**config.mk**
```make
export PLATFORM = sky130hd
export DESIGN_NAME = mem_port_arbiter
export DESIGN_NICKNAME = d
export VERILOG_FILES = /design/src/rtl/mem_port_arbiter.sv
export SDC_FILE = /design/constraint.sdc
export NUM_CORES = 1
export LEC_CHECK = 0
export ABC_AREA = 1
export CORE_UTILIZATION = 35
export DETAILED_ROUTE_END_ITERATION = 10
export MAX_ROUTING_LAYER = met4
export PLACE_DENSITY = 0.74
export SYNTH_ARGS = -nofsm -noshare
export SYNTH_HDL_FRONTEND = slang
export SYNTH_SLANG_ARGS = --single-unit
```
**constraint.sdc**
```tcl
create_clock -name clk -period 1.5 [get_ports clk]
set_clock_uncertainty 0.2 [all_clocks]
set_input_delay 0.375 -clock clk [delete_from_list [all_inputs] [get_ports clk]]
set_output_delay 0.375 -clock clk [all_outputs]
set_load 0.1 [all_outputs]
```
**src/rtl/mem_port_arbiter.sv**
```systemverilog
// Purpose: shares one single-port memory between fetch and MEM stage; data has priority.
// Latency: LATENCY+2 cycles per access (request cycle, LATENCY+1 in flight), plus one DONE turnaround.
// Backpressure: stalls the pipeline combinationally until the dependent access completes.
module mem_port_arbiter #(
  parameter int LATENCY = 2
) (
  input  logic        clk,
  input  logic        reset,
  input  logic        InstrReqF,
  input  logic [31:0] PCF,
  output logic [31:0] InstrF,
  output logic        InstrValidF,
  input  logic        MemReadM,
  input  logic        MemWriteM,
  input  logic [31:0] ALUOutM,
  input  logic [31:0] WriteDataM,
  output logic [31:0] ReadDataM,
  output logic        StallF,
  output logic        StallM,
  output logic        FlushW,
  output logic        MemReq,
  output logic        MemWE,
  output logic [31:0] MemAddr,
  output logic [31:0] MemWData,
  input  logic [31:0] MemRData
);

  localparam logic [3:0] LAT4 = 4'(LATENCY);

  typedef enum logic [2:0] {IDLE, DACC, DDONE, FACC, FDONE} state_t;

  state_t      state_q, state_d;
  logic [3:0]  cnt_q, cnt_d;
  logic [31:0] instr_q, instr_d;
  logic        instr_vld_q, instr_vld_d;
  logic [31:0] rdata_q, rdata_d;
  logic [31:0] addr_q, addr_d;
  logic [31:0] wdata_q, wdata_d;
  logic        we_q, we_d;
  logic        is_load_q, is_load_d;

  logic        dreq;
  logic        stall_m;
  logic        stall_f;

  // A MEM-stage access holds the pipeline until its DDONE cycle; a fetch
  // stalls the front end only while no valid instruction is buffered.
  assign dreq    = MemReadM | MemWriteM;
  assign stall_m = dreq & (state_q != DDONE);
  assign stall_f = stall_m | (InstrReqF & ~instr_vld_q);

  assign StallM      = stall_m;
  assign FlushW      = stall_m;
  assign StallF      = stall_f;
  assign InstrF      = instr_q;
  assign InstrValidF = instr_vld_q;
  assign ReadDataM   = rdata_q;
  assign MemAddr     = addr_q;
  assign MemWData    = wdata_q;
  assign MemWE       = we_q;
  // The strobe is only the first in-flight cycle, while cnt still holds its load value.
  assign MemReq      = ((state_q == DACC) || (state_q == FACC)) && (cnt_q == LAT4);

  // Next-state: grant data before fetch, count down the fixed latency, capture read data.
  always_comb begin
    state_d     = state_q;
    cnt_d       = cnt_q;
    instr_d     = instr_q;
    instr_vld_d = instr_vld_q;
    rdata_d     = rdata_q;
    addr_d      = addr_q;
    wdata_d     = wdata_q;
    we_d        = we_q;
    is_load_d   = is_load_q;

    // The decode stage takes the buffered instruction whenever the front end advances.
    if (InstrReqF && !stall_f) begin
      instr_vld_d = 1'b0;
    end

    case (state_q)
      IDLE: begin
        if (dreq) begin
          state_d   = DACC;
          addr_d    = ALUOutM;
          wdata_d   = WriteDataM;
          we_d      = MemWriteM;
          is_load_d = MemReadM;
          cnt_d     = LAT4;
        end else if (InstrReqF && !instr_vld_q) begin
          state_d = FACC;
          addr_d  = PCF;
          we_d    = 1'b0;
          cnt_d   = LAT4;
        end
      end
      DACC, FACC: begin
        if (cnt_q == 4'd0) begin
          if (state_q == DACC) begin
            state_d = DDONE;
            // Stores complete silently; the memory's read bus is ignored.
            if (is_load_q) begin
              rdata_d = MemRData;
            end
          end else begin
            state_d     = FDONE;
            instr_d     = MemRData;
            instr_vld_d = 1'b1;
          end
        end else begin
          cnt_d = cnt_q - 4'd1;
        end
      end
      DDONE, FDONE: begin
        state_d = IDLE;
      end
      default: begin
        state_d = IDLE;
      end
    endcase
  end

  // State registers with synchronous reset; an in-flight access is simply dropped.
  always_ff @(posedge clk) begin
    if (reset) begin
      state_q     <= IDLE;
      cnt_q       <= 4'd0;
      instr_q     <= 32'd0;
      instr_vld_q <= 1'b0;
      rdata_q     <= 32'd0;
      addr_q      <= 32'd0;
      wdata_q     <= 32'd0;
      we_q        <= 1'b0;
      is_load_q   <= 1'b0;
    end else begin
      state_q     <= state_d;
      cnt_q       <= cnt_d;
      instr_q     <= instr_d;
      instr_vld_q <= instr_vld_d;
      rdata_q     <= rdata_d;
      addr_q      <= addr_d;
      wdata_q     <= wdata_d;
      we_q        <= we_d;
      is_load_q   <= is_load_d;
    end
  end

endmodule
```
==> metrics.md <==
| Metric | Value |
|---|---|
| Proportion of synthesized flip-flops having asynchronous set or reset | `0%` |
| Element type at the critical path end | `flop` |
| Cells after synthesis | `approximately 740` |
| Bufs on Longest Clock Path | `2` |
| Instance count after placement with tap cells included | `~1200` |
| Post-Layout Cell Count | `1338` |
| Placer's final routability congestion estimate | `0.769` |
| Number of nets in the layout | `1250` |
| Die height | `around 130 µm` |
| I/O pin total | `approximately 270` |
| Number of hold-repair buffers added at the cts stage | `0` |
| Final setup fails | `about 270` |
| Worst Hold Class | `in2reg` |
| Actual slew at the worst max-slew pin | `between 300 and 400 ps` |
| Worst EP required | `approximately 1600 ps` |
| TritonCTS clock tree | `built` |
| Violations in the final reports | `negative setup slack` |
| Fill cells | `670` |
| Number of nets produced by synthesis | `between 800 and 900` |
| Main synth FF type | `sky130_fd_sc_hd__dfxtp_1` |
| R2r startpoint | `state_q[0]` |
| Power share of the clock group | `a little over a fifth` |
| Sw Ratio | `a little over two fifths` |
| Overall die area | `about 16000 µm²` |
| Status | `finished, violations left` |
| Start point of the worst hold path | `MemWriteM` |
| Total routing usage reported by global routing | `between 30% and 40%` |
| CTS clock-pin slew for the worst setup and hold paths | `about 60 ps` |
| Drt via density | `~5.2` |
| Number of buffers created by CTS | `17` |
| Setup CP Type | `reg2reg` |
| Count of H-tree levels built during CTS | `4` |
| Setup WS post-layout | `-459 ps` |
| Internal reg-to-reg setup slack | `-460 ps` |
| Power dissipated by switching net loads | `between 9000 and 10000 µW` |
| Pin count of the biggest net entering global routing | `51` |
| Average detailed-routed wire length per instance | `20.9 µm` |
| Die X-Extent | `~130 µm` |
| Register area share after synthesis | `about half` |
| Share of post-route cells with drive strength above 1 | `roughly 60%` |
| 1st-pass router iterations | `5` |
| Max Clock Freq | `510 MHz` |
| Kind of launch point of the worst setup path | `flop` |
| Post-layout instance area | `13300 µm²` |
| Slew HR | `about three quarters` |
| Hold-critical path depth | `3` |
| Post-DP HPWL | `about 13000 µm` |
| Internal power of the cells | `approximately 12000 µW` |
| Static leakage power | `between 0.005 and 0.006 µW` |
| Wire length of the first global-routing pass | `~36000 µm` |
| Worst skew pair latency | `between 400 and 500 ps` |
| Cell variety after synth | `26` |
| Number of synthesized flops with an enable pin | `0` |
| Average cell area after synthesis | `~7.4 µm²` |
| Max-capacitance violation count | `0` |
| Worst setup slack before clock tree synthesis | `-681 ps` |
| Setup repair after global routing missed its margin | `true` |
| Initial Utilization | `35.9%` |
| Vias in the first global route | `6857` |
| Final routed DRC violation total | `0` |
| Peak fanout along the critical path | `8` |
| Initial DRC count | `between 300 and 400` |
| Final Hold Violating Endpoints | `0` |
| PwrDens | `roughly 1600 nW/µm²` |
| Remaining antenna violation count | `0` |
| Initial antenna violation count | `1` |
| Netlist area before placement | `~5500 µm²` |
| R2R depth | `11` |
| Clk root buf | `sky130_fd_sc_hd__clkbuf_16` |
| Post-route clock period utilization | `131%` |
| Vias | `7001` |
| Placement Cell Area | `approximately 10000 µm²` |
| Number of register bits inferred by synthesis | `138` |
| Minimum period implied by the final worst setup slack | `roughly 2000 ps` |
| Number of core rows | `45` |
| Beginning of the critical path | `state_q[0]` |
| Syn. warnings | `0` |
| Leftover overflow at the end of global routing | `0` |
| Total design power | `~21000 µW` |
| # clock sinks | `between 100 and 150` |
| Portion of total power attributed to combinational logic | `54.2%` |
| Detailed-route wire length | `28000 µm` |
| Core area | `~15000 µm²` |
| Count of buffers from port buffering | `~270` |
| Number of slew-limit violations in the final report | `0` |
| Sequential fraction of design power | `about a quarter` |
| Worst EP arrival | `2090 ps` |
| Maximum resistive drop on vdd | `1.22 mV` |
| Syn-to-layout area delta | `143%` |
through the flow:
| step | util (%) | TNS (ps) | hold WS, ps |
|---|---|---|---|
| floorplan | - | -1230 | 252 |
| global placement | 65.5 | -56890 | 273 |
| detailed placement | 65.5 | -60630 | 281 |
| CTS | 81.9 | -33530 | 181 |
| global route | 87.1 | -53050 | 229 |
| finish | 87.1 | -41490 | 212 |
final timing paths:
check	endpoint
max	MemWData[20]
min	MemWE
max reg2reg	MemWData[20]
min reg2reg	MemAddr[27]
worst max-delay path: stages (launching register included):
cell and delay, ps:
sky130_fd_sc_hd__dfxtp_4 350, sky130_fd_sc_hd__nor2_4 120, sky130_fd_sc_hd__buf_4 130, sky130_fd_sc_hd__buf_6 80, sky130_fd_sc_hd__buf_6 100, sky130_fd_sc_hd__nand2_8 60
sky130_fd_sc_hd__nor2_4 150, sky130_fd_sc_hd__buf_6 170, sky130_fd_sc_hd__buf_12 110, sky130_fd_sc_hd__buf_16 110, sky130_fd_sc_hd__o21ai_1 60, sky130_fd_sc_hd__nor2_1 200
synth_stat cells, types with 2 or more instances:
cell                       number  area [µm²]
sky130_fd_sc_hd__nand2_2        4        25.0
sky130_fd_sc_hd__buf_1          2        7.51
sky130_fd_sc_hd__nor2_2        13        81.3
sky130_fd_sc_hd__nor2_1       222         833
sky130_fd_sc_hd__inv_1          7        26.3
sky130_fd_sc_hd__buf_6          2        22.5
sky130_fd_sc_hd__inv_2          7        26.3
sky130_fd_sc_hd__a21oi_1       40         200
sky130_fd_sc_hd__nand2_1      110         413
sky130_fd_sc_hd__o21ai_1       22         110
sky130_fd_sc_hd__nand3_1       10        50.1
sky130_fd_sc_hd__ha_1           3        37.5
sky130_fd_sc_hd__dfxtp_1      138        2760
sky130_fd_sc_hd__o21ai_2       10        87.6
sky130_fd_sc_hd__buf_4          4        30.0
sky130_fd_sc_hd__buf_2         25         125
sky130_fd_sc_hd__o21ai_0       97         485
sky130_fd_sc_hd__clkbuf_1      17        63.8
registers in the layout, summed over array words and instances, names as in the netlist:
register and flops:
state_q 3, MemAddr 32, cnt_q 4, ReadDataM 32, MemWE 1, MemWData 32, InstrF 32, is_load_q 1
InstrValidF 1
power groups by stage:
stage | sequential (µW) | clock (µW) | combinational, µW
global placement | 4880 | 0 | 8700
finish | 5020 | 4600 | 11400
CTS | 4970 | 4590 | 10500
floorplan | 8370 | 0 | 1720
detailed placement | 4910 | 0 | 8770
global route | 5080 | 4790 | 11700
final cells by class:
type	instances	area (µm²)	area share, %
clock inverters	5	103	0.772
clock buffers	26	541	4.07
multi-input cells	539	3440	25.9
well taps	211	264	1.99
flip-flops and latches	138	3050	23.0
repair buffers	404	5800	43.7
diodes	1	2.50	0.0188
inverters	14	83.8	0.631
layout by cell type (no fill, tap or decap), types with 4 or more instances in the layout:
cell and count:
sky130_fd_sc_hd__dfxtp_4 47, sky130_fd_sc_hd__buf_4 74, sky130_fd_sc_hd__nor2_2 48, sky130_fd_sc_hd__a21oi_1 24
sky130_fd_sc_hd__buf_12 159, sky130_fd_sc_hd__o21ai_1 20, sky130_fd_sc_hd__dfxtp_2 88, sky130_fd_sc_hd__o21ai_2 67
sky130_fd_sc_hd__nand3_1 10, sky130_fd_sc_hd__o21ai_0 24, sky130_fd_sc_hd__buf_6 19, sky130_fd_sc_hd__clkbuf_16 20
sky130_fd_sc_hd__clkdlybuf4s50_1 130, sky130_fd_sc_hd__clkbuf_8 6, sky130_fd_sc_hd__a21oi_2 14, sky130_fd_sc_hd__buf_16 15
sky130_fd_sc_hd__o21ai_4 19, sky130_fd_sc_hd__inv_4 4, sky130_fd_sc_hd__nor2_1 140, sky130_fd_sc_hd__nand2_1 108
sky130_fd_sc_hd__nor2_4 48
cell families (layout without fill, tap and decap cells):
| group | count (synthesis) | in the layout | share of synthesized area [%] |
|---|---|---|---|
| flip-flops | 138 | 138 | 50.5 |
| adder cells (fa/ha/maj) | 3 | 3 | 0.686 |
| other | 0 | 1 | 0 |
| AO/OA/AOI/OAI | 171 | 171 | 16.5 |
| AND/OR/NAND/NOR | 364 | 364 | 26.6 |
| XOR/XNOR | 1 | 1 | 0.160 |
| buffers and inverters | 64 | 449 | 5.51 |
routing by layer:
| layer | vias up | routed length (µm) | global-route usage (%) | share of wire [%] |
|---|---|---|---|---|
| li1 | 3141 | - | - | - |
| met1 | 3412 | 9830 | 31.5 | 35 |
| met2 | 348 | 15000 | 55.0 | 53 |
| met3 | 100 | 1920 | 5.90 | 6.9 |
| met4 | 0 | 1270 | 14.8 | 4.5 |
| met5 | - | 0 | - | 0 |
timing repair:
| item | CTS | global route |
|---|---|---|
| cloned | 22 | 2 |
| endpoints found under the setup margin | 270 | 272 |
| pin swaps | 45 | 53 |
| endpoints found under the hold margin | 0 | 0 |
| resized for setup | 384 | 194 |
| setup buffers | 52 | 35 |
Note: power is estimated with default switching activity, not from simulation.
